==> src/rtl/scan_sequencer_pkg.sv <==
// Common game constants: board geometry, cell encodings and RAM field widths,
// plus the sequencer state encoding.
package scan_sequencer_pkg;

  localparam int BRD_DIM   = 19;
  localparam int BRD_CELLS = BRD_DIM * BRD_DIM;
  localparam int COORD_W   = 5;
  localparam int WT_W      = 4;

  typedef enum logic [1:0] {
    BLACK = 2'd0,
    WHITE = 2'd1,
    EMPTY = 2'd2
  } cell_t;

  typedef logic [COORD_W-1:0] coord_t;
  typedef logic [WT_W-1:0]    wt_t;

  typedef enum logic [2:0] {
    IDLE   = 3'd0,
    CLEAR  = 3'd1,
    LAUNCH = 3'd2,
    GUARD  = 3'd3,
    WAIT   = 3'd4,
    NEXT   = 3'd5,
    DONE   = 3'd6
  } seq_state_t;

endpackage

==> src/rtl/scan_sequencer_if.sv <==
// Scanner-bank and RAM-port bundle between the sequencer (master) and the
// scanners / board RAM / weight RAM (slave). Scanner k owns slice k of each bus.
interface scan_sequencer_if #(
  parameter int NUM_SCAN = 4
);
  import scan_sequencer_pkg::*;

  logic                        scan_colour;
  logic [NUM_SCAN-1:0]         scan_ena;
  logic [NUM_SCAN-1:0]         scan_done;
  logic [NUM_SCAN-1:0]         scan_rd_en;
  logic [NUM_SCAN*COORD_W-1:0] scan_x;
  logic [NUM_SCAN*COORD_W-1:0] scan_y;
  logic [NUM_SCAN-1:0]         scan_we;
  logic [NUM_SCAN*WT_W-1:0]    scan_wt;

  logic                        brd_rd_en;
  coord_t                      brd_x;
  coord_t                      brd_y;
  logic                        wt_we;
  coord_t                      wt_x;
  coord_t                      wt_y;
  wt_t                         wt_data;

  modport master (
    output scan_colour, scan_ena, brd_rd_en, brd_x, brd_y,
           wt_we, wt_x, wt_y, wt_data,
    input  scan_done, scan_rd_en, scan_x, scan_y, scan_we, scan_wt
  );

  modport slave (
    input  scan_colour, scan_ena, brd_rd_en, brd_x, brd_y,
           wt_we, wt_x, wt_y, wt_data,
    output scan_done, scan_rd_en, scan_x, scan_y, scan_we, scan_wt
  );

endinterface

==> src/rtl/scan_sequencer_port_mux.sv <==
// Forwards the selected scanner's board-read and weight-write requests;
// all outputs are 0 unless en, so idle scanners can never reach the RAMs.
module scan_port_mux import scan_sequencer_pkg::*; #(
  parameter int NUM_SCAN = 4,
  parameter int KW       = 2
) (
  input  logic                             en,
  input  logic [KW-1:0]                    sel,
  input  logic [NUM_SCAN-1:0]              rdEn,
  input  logic [NUM_SCAN-1:0]              we,
  input  logic [NUM_SCAN-1:0][COORD_W-1:0] xs,
  input  logic [NUM_SCAN-1:0][COORD_W-1:0] ys,
  input  logic [NUM_SCAN-1:0][WT_W-1:0]    wts,
  output logic                             selRdEn,
  output logic                             selWe,
  output coord_t                           selX,
  output coord_t                           selY,
  output wt_t                              selWt
);

  always_comb begin
    selRdEn = 1'b0;
    selWe   = 1'b0;
    selX    = '0;
    selY    = '0;
    selWt   = '0;
    for (int i = 0; i < NUM_SCAN; i++) begin
      if (en && sel == KW'(i)) begin
        selRdEn = rdEn[i];
        selWe   = we[i];
        selX    = xs[i];
        selY    = ys[i];
        selWt   = wts[i];
      end
    end
  end

endmodule

==> src/rtl/scan_sequencer.sv <==
// Per-move evaluation controller: clears the weight RAM, then launches each
// line scanner in turn and lends it the shared board-read / weight-write ports.
module scan_sequencer import scan_sequencer_pkg::*; #(
  parameter int NUM_SCAN    = 4,
  parameter int TIMEOUT_CYC = 4095
) (
  input  logic             clk,
  input  logic             reset,
  input  logic             start,
  input  logic             colour,
  output logic             busy,
  output logic             done,
  output logic             err_timeout,
  scan_sequencer_if.master bus
);

  localparam int KW = (NUM_SCAN > 1) ? $clog2(NUM_SCAN) : 1;
  localparam int TW = $clog2(TIMEOUT_CYC + 1);

  seq_state_t          state, stateNxt;
  logic [KW-1:0]       k;
  logic [TW-1:0]       toCnt;
  coord_t              cx, cy;
  logic                colourQ;
  logic                scanDoneK, toHit, lastCell, lastScan, clearing, fwdEn;
  logic                selRdEn, selWe;
  coord_t              selX, selY;
  wt_t                 selWt;
  logic [NUM_SCAN-1:0] oneHot;

  assign scanDoneK = bus.scan_done[k];
  assign toHit     = (toCnt == TW'(TIMEOUT_CYC - 1));
  assign lastCell  = (cx == COORD_W'(BRD_DIM - 1)) && (cy == COORD_W'(BRD_DIM - 1));
  assign lastScan  = (k == KW'(NUM_SCAN - 1));
  assign clearing  = (state == CLEAR);
  assign fwdEn     = (state == WAIT);

  always_ff @(posedge clk or posedge reset) begin
    if (reset) begin
      state       <= IDLE;
      k           <= '0;
      toCnt       <= '0;
      cx          <= '0;
      cy          <= '0;
      colourQ     <= 1'b0;
      busy        <= 1'b0;
      err_timeout <= 1'b0;
    end else begin
      state <= stateNxt;
      case (state)
        IDLE: if (start) begin
          colourQ     <= colour;
          err_timeout <= 1'b0;
          busy        <= 1'b1;
          cx          <= '0;
          cy          <= '0;
          k           <= '0;
        end
        CLEAR: begin
          if (cx == COORD_W'(BRD_DIM - 1)) begin
            cx <= '0;
            cy <= cy + 1'b1;
          end else begin
            cx <= cx + 1'b1;
          end
        end
        LAUNCH: toCnt <= '0;
        WAIT: begin
          toCnt <= toCnt + 1'b1;
          // A done seen on the timeout cycle is a real finish, not an error.
          if (!scanDoneK && toHit) err_timeout <= 1'b1;
        end
        NEXT: if (!lastScan) k <= k + 1'b1;
        DONE: busy <= 1'b0;
        default: ;
      endcase
    end
  end

  always_comb begin
    stateNxt = state;
    unique case (state)
      IDLE:    if (start) stateNxt = CLEAR;
      CLEAR:   if (lastCell) stateNxt = LAUNCH;
      LAUNCH:  stateNxt = GUARD;
      // Scanner still shows the previous run's done here.
      GUARD:   stateNxt = WAIT;
      WAIT:    if (scanDoneK || toHit) stateNxt = NEXT;
      NEXT:    stateNxt = lastScan ? DONE : LAUNCH;
      DONE:    stateNxt = IDLE;
      default: stateNxt = IDLE;
    endcase
  end

  scan_port_mux #(
    .NUM_SCAN (NUM_SCAN),
    .KW       (KW)
  ) uMux (
    .en      (fwdEn),
    .sel     (k),
    .rdEn    (bus.scan_rd_en),
    .we      (bus.scan_we),
    .xs      (bus.scan_x),
    .ys      (bus.scan_y),
    .wts     (bus.scan_wt),
    .selRdEn (selRdEn),
    .selWe   (selWe),
    .selX    (selX),
    .selY    (selY),
    .selWt   (selWt)
  );

  assign oneHot = {{(NUM_SCAN-1){1'b0}}, 1'b1} << k;

  assign done            = (state == DONE);
  assign bus.scan_ena    = (state == LAUNCH) ? oneHot : '0;
  assign bus.scan_colour = colourQ;
  assign bus.brd_rd_en   = selRdEn;
  assign bus.brd_x       = selX;
  assign bus.brd_y       = selY;
  assign bus.wt_we       = clearing | selWe;
  assign bus.wt_x        = clearing ? cx : selX;
  assign bus.wt_y        = clearing ? cy : selY;
  assign bus.wt_data     = clearing ? '0 : selWt;

endmodule

==> src/flat_wrapper.sv <==
// flat-port wrapper written by rule: the top's interface ports become plain ports
module scan_sequencer_flat import scan_sequencer_pkg::*;
#(
  parameter int NUM_SCAN    = 4,
  parameter int TIMEOUT_CYC = 4095
)
  (clk, reset, start, colour, busy, done, err_timeout, bus_scan_colour, bus_scan_ena, bus_brd_rd_en, bus_brd_x, bus_brd_y, bus_wt_we, bus_wt_x, bus_wt_y, bus_wt_data, bus_scan_done, bus_scan_rd_en, bus_scan_x, bus_scan_y, bus_scan_we, bus_scan_wt);
  scan_sequencer_if #(.NUM_SCAN(NUM_SCAN)) bus_i ();
  input  logic clk;
  input  logic reset;
  input  logic start;
  input  logic colour;
  output logic busy;
  output logic done;
  output logic err_timeout;
  output wire logic [$bits(bus_i.scan_colour)-1:0] bus_scan_colour;
  output wire logic [$bits(bus_i.scan_ena)-1:0] bus_scan_ena;
  output wire logic [$bits(bus_i.brd_rd_en)-1:0] bus_brd_rd_en;
  output wire logic [$bits(bus_i.brd_x)-1:0] bus_brd_x;
  output wire logic [$bits(bus_i.brd_y)-1:0] bus_brd_y;
  output wire logic [$bits(bus_i.wt_we)-1:0] bus_wt_we;
  output wire logic [$bits(bus_i.wt_x)-1:0] bus_wt_x;
  output wire logic [$bits(bus_i.wt_y)-1:0] bus_wt_y;
  output wire logic [$bits(bus_i.wt_data)-1:0] bus_wt_data;
  input wire logic [$bits(bus_i.scan_done)-1:0] bus_scan_done;
  input wire logic [$bits(bus_i.scan_rd_en)-1:0] bus_scan_rd_en;
  input wire logic [$bits(bus_i.scan_x)-1:0] bus_scan_x;
  input wire logic [$bits(bus_i.scan_y)-1:0] bus_scan_y;
  input wire logic [$bits(bus_i.scan_we)-1:0] bus_scan_we;
  input wire logic [$bits(bus_i.scan_wt)-1:0] bus_scan_wt;
  assign bus_scan_colour = bus_i.scan_colour;
  assign bus_scan_ena = bus_i.scan_ena;
  assign bus_brd_rd_en = bus_i.brd_rd_en;
  assign bus_brd_x = bus_i.brd_x;
  assign bus_brd_y = bus_i.brd_y;
  assign bus_wt_we = bus_i.wt_we;
  assign bus_wt_x = bus_i.wt_x;
  assign bus_wt_y = bus_i.wt_y;
  assign bus_wt_data = bus_i.wt_data;
  assign bus_i.scan_done = bus_scan_done;
  assign bus_i.scan_rd_en = bus_scan_rd_en;
  assign bus_i.scan_x = bus_scan_x;
  assign bus_i.scan_y = bus_scan_y;
  assign bus_i.scan_we = bus_scan_we;
  assign bus_i.scan_wt = bus_scan_wt;
  scan_sequencer #(.NUM_SCAN(NUM_SCAN), .TIMEOUT_CYC(TIMEOUT_CYC)) u_core (.clk(clk), .reset(reset), .start(start), .colour(colour), .busy(busy), .done(done), .err_timeout(err_timeout), .bus(bus_i));
endmodule
==> config.mk <==
export PLATFORM = sky130hd
export DESIGN_NAME = scan_sequencer_flat
export DESIGN_NICKNAME = d
export VERILOG_FILES = /design/src/rtl/scan_sequencer_pkg.sv /design/src/rtl/scan_sequencer_if.sv /design/src/rtl/scan_sequencer_port_mux.sv /design/src/rtl/scan_sequencer.sv /design/src/flat_wrapper.sv
export SDC_FILE = /design/constraint.sdc
export NUM_CORES = 1
export LEC_CHECK = 0
export ABC_AREA = 1
export CORE_ASPECT_RATIO = 0.75
export CORE_MARGIN = 2
export CORE_UTILIZATION = 43
export CTS_CLUSTER_DIAMETER = 80
export CTS_CLUSTER_SIZE = 28
export DETAILED_ROUTE_END_ITERATION = 10
export GPL_TIMING_DRIVEN = 1
export PLACE_DENSITY = 0.79
export REMOVE_ABC_BUFFERS = 1
export SLEW_MARGIN = 0
export SYNTH_ARGS = -nofsm -noshare
export SYNTH_HDL_FRONTEND = slang
export SYNTH_SLANG_ARGS = --single-unit
==> constraint.sdc <==
create_clock -name clk -period 1.9 [get_ports clk]
set_input_delay 0.285 -clock clk [delete_from_list [all_inputs] [get_ports clk]]
set_output_delay 0.285 -clock clk [all_outputs]
set_load 0.02 [all_outputs]
## After elaboration in Yosys (flattened, before gate mapping)

Index checks and enable logic that the tools add are counted.

| word-level totals | value |
|---|---|
| register bits | 30 |
| input bits | 72 |
| output and inout bits | 34 |

| operators by class | value |
|---|---|
| add/subtract/negate cells | 4 |
| magnitude comparators | 1 |
| equal/unequal tests | 18 |
| shift operators | 1 |
| muxes and demuxes | 45 |
| bitwise gates (word level) | 1 |
| reductions and logical operators | 22 |

Operators with widths:

| cell | count |
|---|---|
| 2-to-1 mux 5 bit | 13 |
| 2-to-1 mux 4 bit | 6 |
| one-hot mux 12 bit (2 select lines) | 1 |
| one-hot mux 5 bit (2 select lines) | 2 |
| one-hot mux 3 bit (6 select lines) | 1 |
| adder 12 x 1 -> 12 bit (second input constant) | 1 |
| equality test 12 bit (second input constant) | 1 |
| 2-to-1 mux 1 bit | 12 |
| 2-to-1 mux 3 bit | 4 |
| AND reduction 3 bit | 4 |
| adder 5 x 1 -> 5 bit (second input constant) | 2 |
| equality test 5 bit (second input constant) | 2 |
| nonzero test 2 bit | 5 |
| equality test 3 bit (second input constant) | 3 |
| equality test 3 x 2 -> 1 bit (second input constant) | 2 |
| logical AND 1 bit | 6 |
| inequality test 2 x 1 -> 1 bit (second input constant) | 3 |
| inequality test 2 bit (second input constant) | 3 |
| AND reduction 2 bit | 3 |
| equality test 2 bit (second input constant) | 2 |
| 2-to-1 mux 2 bit | 2 |
| one-hot mux 1 bit (2 select lines) | 2 |
| one-hot mux 2 bit (2 select lines) | 1 |
| << shifter 1 x 2 -> 4 bit (first input constant) | 1 |
| other kinds (10) | 10 |

## Longest topological paths before layout

Gate-level depths: netlist (run 1).

| depth | value |
|---|---|
| depth in word-level cells | 7 |
| gate-level depth with buffers | 9 |
| depth with buffers taken out | 9 |

## Hierarchy

Synthesis (run 1) repeated with hierarchy kept, for this count alone.

| unflattened totals | value |
|---|---|
| cells, all modules | 372 |
| area total of the unflattened synthesis | 2578.7 µm² |

Modules (own cells, without submodules):

| module | instances | cells each | area each (µm²) | sequential area each (µm²) |
|---|---|---|---|---|
| scan_sequencer | 1 | 271 | 1943.1 | 750.7 |
| scan_port_mux | 1 | 101 | 635.6 | 0.0 |

## Worst setup path before layout (run 1)

Ideal clock, no wire load.

| path | value |
|---|---|
| path kind | flip-flop to output port |
| from | register u_core.k[1] |
| to | output bus_wt_data[2] |
| arrival | 1663 ps |
| slack | -48 ps |
| stages on the path, launching flop included | 9 |
| cells stage by stage | dfrtp_1 -> inv_1 -> ha_1 -> clkinv_1 -> nor2_4 -> inv_1 -> nand2_1 -> nand3_1 -> a21oi_1 |

| on the way | value |
|---|---|
| cells in the longest elaborated chain, start to end | 7 |

Ends and longest elaborated chain:

| item | line | text |
|---|---|---|
| from (decl) | scan_sequencer.sv:21 | `logic [KW-1:0] k;` |
| from (signal assigned) | scan_sequencer.sv:73 | `NEXT: if (!lastScan) k <= k + 1'b1;` |
| zero test 2 bit | scan_sequencer_port_mux.sv:28 | `if (en && sel == KW'(i)) begin` |
| logical AND 1 bit | scan_sequencer_port_mux.sv:28 |  |
| 2-to-1 mux 4 bit (3 in a row) | scan_sequencer_port_mux.sv:28 |  |
| 2-to-1 mux 4 bit * | scan_sequencer_port_mux.sv:28 |  |
| 2-to-1 mux 4 bit * | scan_sequencer.sv:124 | `assign bus.wt_data = clearing ? '0 : selWt;` |
| to (decl) | flat_wrapper.sv:24 | `output wire logic [$bits(bus_i.wt_data)-1:0] bus_wt_data;` |

Every way passes the cells marked *; elsewhere a longest branch is shown, timed or not.

## Worst setup path in the final report (run 1)

| path | value |
|---|---|
| from | register u_core.state[1] |
| to | output bus_wt_we |

| on the way | value |
|---|---|
| cells in the longest elaborated chain, start to end | 7 |

Ends and longest elaborated chain:

| item | line | text |
|---|---|---|
| from (decl) | scan_sequencer.sv:20 | `seq_state_t state, stateNxt;` |
| from (signal assigned) | scan_sequencer.sv:49 | `state <= stateNxt;` |
| equality test 3 bit | scan_sequencer.sv:36 | `assign fwdEn = (state == WAIT);` |
| logical AND 1 bit | scan_sequencer_port_mux.sv:28 |  |
| 2-to-1 mux 1 bit (4 in a row) | scan_sequencer_port_mux.sv:28 |  |
| OR 1 bit * | scan_sequencer.sv:121 | `assign bus.wt_we = clearing \| selWe;` |
| to (decl) | flat_wrapper.sv:21 | `output wire logic [$bits(bus_i.wt_we)-1:0] bus_wt_we;` |

Marks and branches as above.

==> results.py, run 1 <==
metrics = {
    "floorplanning": {
        "die_area_um2": 6430,
        "io-pin-count": 106,
        "core_um2": 5470,
        "die_w_um": 92.0,
        "rows": 23,
        "die_y_um": 70.0,
        "initial_core_util": 0.456,
    },
    "setup_path": {
        "rrSetupSlack_ns": 0.11,
        "r2r_start": "u_core.state[1]",
        "rr_worst_depth": 10,
        "critPathKind": "flop to primary output",
        "startpoint_type": "flop",
        "critPathArrivalTime_ns": 1.92,
        "crit_required_ns": 1.62,
        "crit_fanout": 6,
        "cp-end-kind": "primary output",
        "r2r-end": "u_core.cy[0]",
    },
    "global_routing": {
        "grt_pass1_wl_mm": 15.0,
        "grt_max_degree": 31,
        "first_global_vias": 3103,
        "grt_use_total": 0.296,
        "gr-total-overflow": 0,
        "antenna_found_initial": 0,
    },
    "layout": {
        "final_cell_area_um2": 4460,
        "final_util": 0.816,
        "drive_gt1_frac": 0.309,
        "layout_common_cells": "105 x nand2_1, 74 x clkdlybuf4s50_1, 50 x buf_4, 46 x inv_1, 44 x nand3_1",
        "fillCellCount": 342,
        "fin_nets": 638,
        "n_antenna_cell": 0,
        "fin_cells": 632,
        "syn_to_final_growth_pct": 78.7,
        "final_common_cell": "nand2_1",
    },
    "placement": {
        "detailed_place_hpwl_mm": 6.86,
        "place_area_um2": 3850,
        "globalplace.congestion": 0.870,
        "port_buffers": 105,
        "placed_cells": 602,
    },
    "logic_synthesis": {
        "post_synth.cell_area_avg_um2": 6.24,
        "synth_seq_area_share": 0.301,
        "synth.top_cell.area_share": 0.301,
        "synthTopCellsByArea": "dfrtp_1 30%, nand2_1 19%, nand3_1 12%",
        "yosysUniqueCellTypes": 28,
        "netlist_instances": 400,
        "synth-seq-cells": 30,
        "synth_top_area_cell": "dfrtp_1",
        "yosys_warnings": 0,
        "syn-cell-area_um2": 2490,
    },
    "status": {
        "status": "finished, violations left",
        "violations": "negative setup slack",
    },
    "sta": {
        "tns_ns": -6.04,
        "fin_ws_ns": -0.306,
        "min_period_ns": 2.21,
        "setup_viol": 26,
        "skew_ns": 0.0122,
        "fin_crit_sh": 1.16,
        "rsz0062_at_grt": "yes",
        "hold_violations": 0,
        "drv_slew": 0,
        "worst_pin_slew_ns": 0.388,
        "fmax_ghz": 0.453,
        "slew_headroom": 0.741,
    },
    "drt": {
        "routed_wl_mm": 10.7,
        "first_pass_iters": 6,
        "ant_nets": 0,
        "first_iter_violations": 293,
        "wl_per_cell_um": 16.9,
        "via_count": 3428,
        "drc": 0,
        "viasPerCell": 5.42,
    },
    "power_and_ir_drop": {
        "report.power.total_mw": 1.37,
        "power_frac_clock": 0.400,
        "ir_drop_mv": 0.399,
        "power_per_cell_area_nw_per_um2": 307,
        "p_leak_nw": 2.22,
        "p_int_mw": 1.06,
        "switching_share": 0.223,
        "combPwrFrac": 0.131,
        "power_frac_seq": 0.469,
        "p_switching_uw": 304,
    },
    "cts": {
        "cts_hold_buf": 0,
        "cts_buffers": 5,
        "cts.htree.levels": 2,
        "clk_latency_ns": 0.29,
        "clk_pin_slew_ns": 0.07,
        "clock-sinks": 30,
        "ctsRootBufferMaster": "clkbuf_8",
        "cts_buffer_depth": 2,
        "cts_tree": "built",
    },
    "job": {
        "drv_cap": 0,
    },
    "min_path": {
        "hp-class": "primary input to asynchronous set/reset pin",
    },
}
[how the worst max path moves through the flow]
stage / start / end / slack (ns) / cells past startpoint
6_report: u_core.state[1] / bus_wt_we / -0.31 / 11
5_1_grt: u_core.k[0] / bus_wt_x[4] / -0.37 / 9
4_1_cts: u_core.k[0] / bus_wt_data[0] / -0.17 / 8
3_5_place_dp: u_core.k[1] / bus_wt_y[4] / -0.44 / 9
3_3_place_gp: u_core.k[0] / bus_wt_data[3] / -0.43 / 10
2_1_floorplan: u_core.k[0] / bus_wt_data[2] / -0.28 / 8
[Yosys cell counts]
master,count
nand2_4,3
nand2_1,128
ha_1,10
mux2i_1,1
o22ai_1,2
o31ai_1,1
nor2_1,28
clkinv_1,2
or2_2,2
inv_1,52
o21ai_1,1
o21ai_0,30
nor2_4,3
dfrtp_1,30
xor2_1,3
buf_4,1
or2_0,3
a21oi_1,14
nand4_1,5
inv_4,1
nor3_1,5
inv_2,2
mux2_2,1
nand3_1,60
a31o_2,1
buf_2,5
clkbuf_1,5
xnor2_1,1
[sequential cells by signal (all words and copies together), names as in the netlist]
name,flops
u_core.err_timeout,1
u_core.cy,5
u_core.bus.scan_colour,1
u_core.state,3
u_core.toCnt,12
u_core.busy,1
u_core.k,2
u_core.cx,5
[cells by family after synthesis]
family          Yosys count  share of synthesized area
compound gates           49                      0.102
mux                       2                    0.00853
fa+ha+maj                10                     0.0502
buf+inv                  68                      0.107
flops                    30                      0.301
simple gates            237                      0.417
xor+xnor                  4                     0.0140
[per-layer routing]
| metal | vias to the layer above | track usage | part of all wire |
|---|---|---|---|
| met5 | - | 0 | 0 |
| met3 | 52 | 0.0572 | 0.090 |
| met1 | 1586 | 0.382 | 0.39 |
| met2 | 196 | 0.486 | 0.47 |
| met4 | 0 | 0.128 | 0.048 |
| li1 | 1594 | - | - |
[metrics by stage]
| stage | setup WS (ns) | hold slack [ns] |
|---|---|---|
| floorplan | -0.276 | 0.376 |
| global placement | -0.433 | 0.481 |
| detailed placement | -0.442 | 0.486 |
| CTS | -0.170 | 0.376 |
| global route | -0.374 | 0.429 |
| finish | -0.306 | 0.368 |
[power groups by stage]
stage / sequential (mW) / combinational (mW) / clock, mW
final: 0.641 / 0.179 / 0.547
after CTS: 0.641 / 0.174 / 0.555
after global placement: 0.653 / 0.170 / 0
after detailed placement: 0.653 / 0.170 / 0
after global routing: 0.640 / 0.189 / 0.573
after floorplan: 0.654 / 0.0130 / 0
[final cells by class]
cell class	count	area, um2	share of cell area
Tap cell	75	93.8	0.0210
Timing Repair Buffer	160	1540	0.345
Clock inverter	2	12.5	0.00281
Inverter	57	226	0.0508
Multi-Input combinational cell	302	1760	0.394
Sequential cell	30	752	0.169
Clock buffer	6	82.6	0.0185
[critical path: stages, from the launching register on]
cell and delay, ns:
dfrtp_1 0.40, nor2_4 0.26, nand2_4 0.12, inv_4 0.09
nand2_8 0.07, clkinvlp_4 0.16, buf_6 0.12, nand2_1 0.06
nand2_1 0.07, inv_1 0.05, nand2_1 0.09, buf_6 0.13
[repair_timing]
item / CTS / global route
pin swaps: 23 / 2
setup endpoints to repair: 31 / 32
endpoints found under the hold margin: 0 / 0
setup buffers: 16 / 4
cloned: 2 / 0
resized for setup: 216 / 42
No activity file was read; power rests on OpenSTA's default activity.
==> inputs of run 2 (changes only) <==
- CORE_UTILIZATION: 43 -> 39
- PLACE_DENSITY: 0.79 -> 0.75
- clock period: 1.9 -> 2 ns (I/O delays scaled with it)
==> run 2 against run 1 <==
Against the previous run: the run still ends with negative setup slack left; flip-flop and latch count unchanged; setup slack improved by 0.090 ns; critical path depth decreased by 1; critical path type unchanged; final cell count decreased by 0.32%; global-route usage decreased by 4.1 points; sequential share of layout area decreased by 0.60 points; via count decreased by 4.6%; count of clock-buffer cells in the layout unchanged; final area increased by 3.8%; register-to-register slack improved by 0.06 ns.
==> results.py, run 2 (synthesized netlist as in run 1, its figures left out) <==
metrics = {
    "status": {
        "status": "finished, violations left",
        "violations": "negative setup slack",
    },
    "floorplanning": {
        "die_w_um": 96.4,
        "die_area_um2": 7060,
        "die_y_um": 73.3,
        "initial_core_util": 0.399,
        "rows": 25,
        "core_um2": 6260,
        "io-pin-count": 106,
    },
    "placement": {
        "detailed_place_hpwl_mm": 6.64,
        "place_area_um2": 3850,
        "globalplace.congestion": 0.860,
        "port_buffers": 105,
    },
    "sta": {
        "worst_pin_slew_ns": 0.382,
        "fin_crit_sh": 1.11,
        "drv_slew": 0,
        "fin_ws_ns": -0.216,
        "setup_viol": 27,
        "holdWs_ns": 0.378,
        "min_period_ns": 2.22,
        "tns_ns": -2.95,
        "slew_headroom": 0.746,
        "skew_ns": 0.00920,
        "fmax_ghz": 0.451,
        "rsz0062_at_grt": "yes",
        "hold_violations": 0,
    },
    "cts": {
        "clock-sinks": 30,
        "cts_tree": "built",
        "cts_hold_buf": 0,
        "clk_pin_slew_ns": 0.07,
        "cts.htree.levels": 2,
        "cts_buffers": 5,
        "cts_buffer_depth": 2,
        "clk_latency_ns": 0.29,
        "ctsRootBufferMaster": "clkbuf_8",
    },
    "layout": {
        "n_antenna_cell": 0,
        "final_cell_area_um2": 4630,
        "largest_register_ffs": 12,
        "drive_gt1_frac": 0.324,
        "regMostFlops": "u_core.toCnt",
        "reg.largest.list": "u_core.toCnt (12), u_core.cx (5), u_core.cy (5)",
        "syn_to_final_growth_pct": 85.6,
        "fin_nets": 630,
        "final_common_cell": "nand2_1",
        "layout_common_cells": "93 x nand2_1, 74 x clkdlybuf4s50_1, 48 x inv_1, 38 x nand3_1, 33 x buf_4",
        "final_util": 0.740,
    },
    "drt": {
        "ant_nets": 0,
        "first_iter_violations": 150,
        "first_pass_iters": 4,
        "routed_wl_mm": 9.97,
        "viasPerCell": 5.19,
        "via_count": 3270,
        "wl_per_cell_um": 15.8,
        "drc": 0,
    },
    "power_and_ir_drop": {
        "ir_drop_mv": 0.394,
        "report.power.total_mw": 1.56,
        "power_frac_clock": 0.499,
        "combPwrFrac": 0.110,
        "power_per_cell_area_nw_per_um2": 337,
        "power_frac_seq": 0.390,
        "switching_share": 0.189,
        "p_int_mw": 1.27,
        "p_leak_nw": 2.25,
        "p_switching_uw": 294,
    },
    "min_path": {
        "hp-class": "primary input to asynchronous set/reset pin",
    },
    "setup_path": {
        "cp-end-kind": "primary output",
        "r2r_start": "u_core.state[1]",
        "critPathArrivalTime_ns": 1.92,
        "startpoint_type": "flop",
        "worst_path_max_delay_cell": "dfrtp_2",
        "rr_worst_depth": 12,
        "slowest_delay_ns": 0.47,
        "crit_chain": "inv_4 > ha_4 > nand3_4 > buf_12 > buf_16 > o21ai_2 > inv_1 > nand2_2 > nand3_2 > buf_6",
        "crit_family": "buffers and inverters",
        "crit_required_ns": 1.70,
        "worstPathBufferInverterCount": 5,
        "critPathKind": "flop to primary output",
        "rrSetupSlack_ns": 0.17,
        "r2r-end": "u_core.cy[0]",
        "crit_fanout": 8,
    },
    "global_routing": {
        "grt_use_total": 0.255,
        "antenna_found_initial": 0,
        "first_global_vias": 2872,
        "grt_max_degree": 31,
        "gr-total-overflow": 0,
        "grt_pass1_wl_mm": 13.8,
    },
    "job": {
        "drv_cap": 0,
    },
}
-- run 2: cell types whose count changed in the layout (fill, tap and decap cells not counted), moves of 3 or more --
cell,change
buf_2,-4
buf_4,-17
buf_6,+7
nand2_1,-12
nand2_2,+10
nand2_4,+3
nand3_1,-6
nand3_2,+3
nand3_4,+3
-- run 2: per-stage QoR --
stage	setup WS, ns	instances
floorplan	-0.191	389
global placement	-0.297	606
detailed placement	-0.327	606
CTS	-0.147	625
global route	-0.269	630
finish	-0.216	630
-- run 2: metal layers --
layer  global-route usage  vias up  part of all wire
met1                0.325     1526              0.41
li1                     -     1581                 -
met4                0.100        0             0.028
met5                    0        -                 0
met2                0.423      134              0.48
met3               0.0585       29             0.081
-- run 2: layout make-up --
cell class	instances	area [um2]
timing repair inverter	1	7.51
fill	443	1630
tap	81	101
sequential	30	753
multi-input combinational	302	1830
inverter	57	225
clock buffer	6	82.6
timing repair buffer	151	1570
clock inverter	2	60.1
-- run 2: what timing repair did --
item | 4_1_cts | 5_1_grt
cloned | 4 | 1
pin swaps | 17 | 29
setup buffers | 7 | 4
resized for setup | 221 | 65
setup endpoints to repair | 31 | 33
-- run 2: power groups by stage --
| stage | combinational [mW] | clock (mW) | sequential [mW] |
|---|---|---|---|
| 2_1_floorplan | 0.0124 | 0 | 0.622 |
| 3_3_place_gp | 0.164 | 0 | 0.620 |
| 3_5_place_dp | 0.163 | 0 | 0.620 |
| 4_1_cts | 0.167 | 0.794 | 0.609 |
| 5_1_grt | 0.181 | 0.828 | 0.608 |
| 6_report | 0.172 | 0.778 | 0.609 |
-- run 2: tightest hold or removal path, cell delays in order --
cell and delay [ns]:
clkdlybuf4s50_1 0.39, inv_1 0.05, buf_4 0.34
-- run 2: worst max path at each step --
stage | slack (ns) | start | depth (start not counted) | to
3_3_place_gp | -0.30 | u_core.k[0] | 9 | bus_wt_x[0]
6_report | -0.22 | u_core.k[0] | 10 | bus_wt_x[0]
5_1_grt | -0.27 | u_core.k[0] | 10 | bus_wt_x[0]
3_5_place_dp | -0.33 | u_core.k[0] | 9 | bus_wt_x[0]
2_1_floorplan | -0.19 | u_core.k[0] | 8 | bus_wt_data[2]
4_1_cts | -0.15 | u_core.k[0] | 10 | bus_wt_x[0]
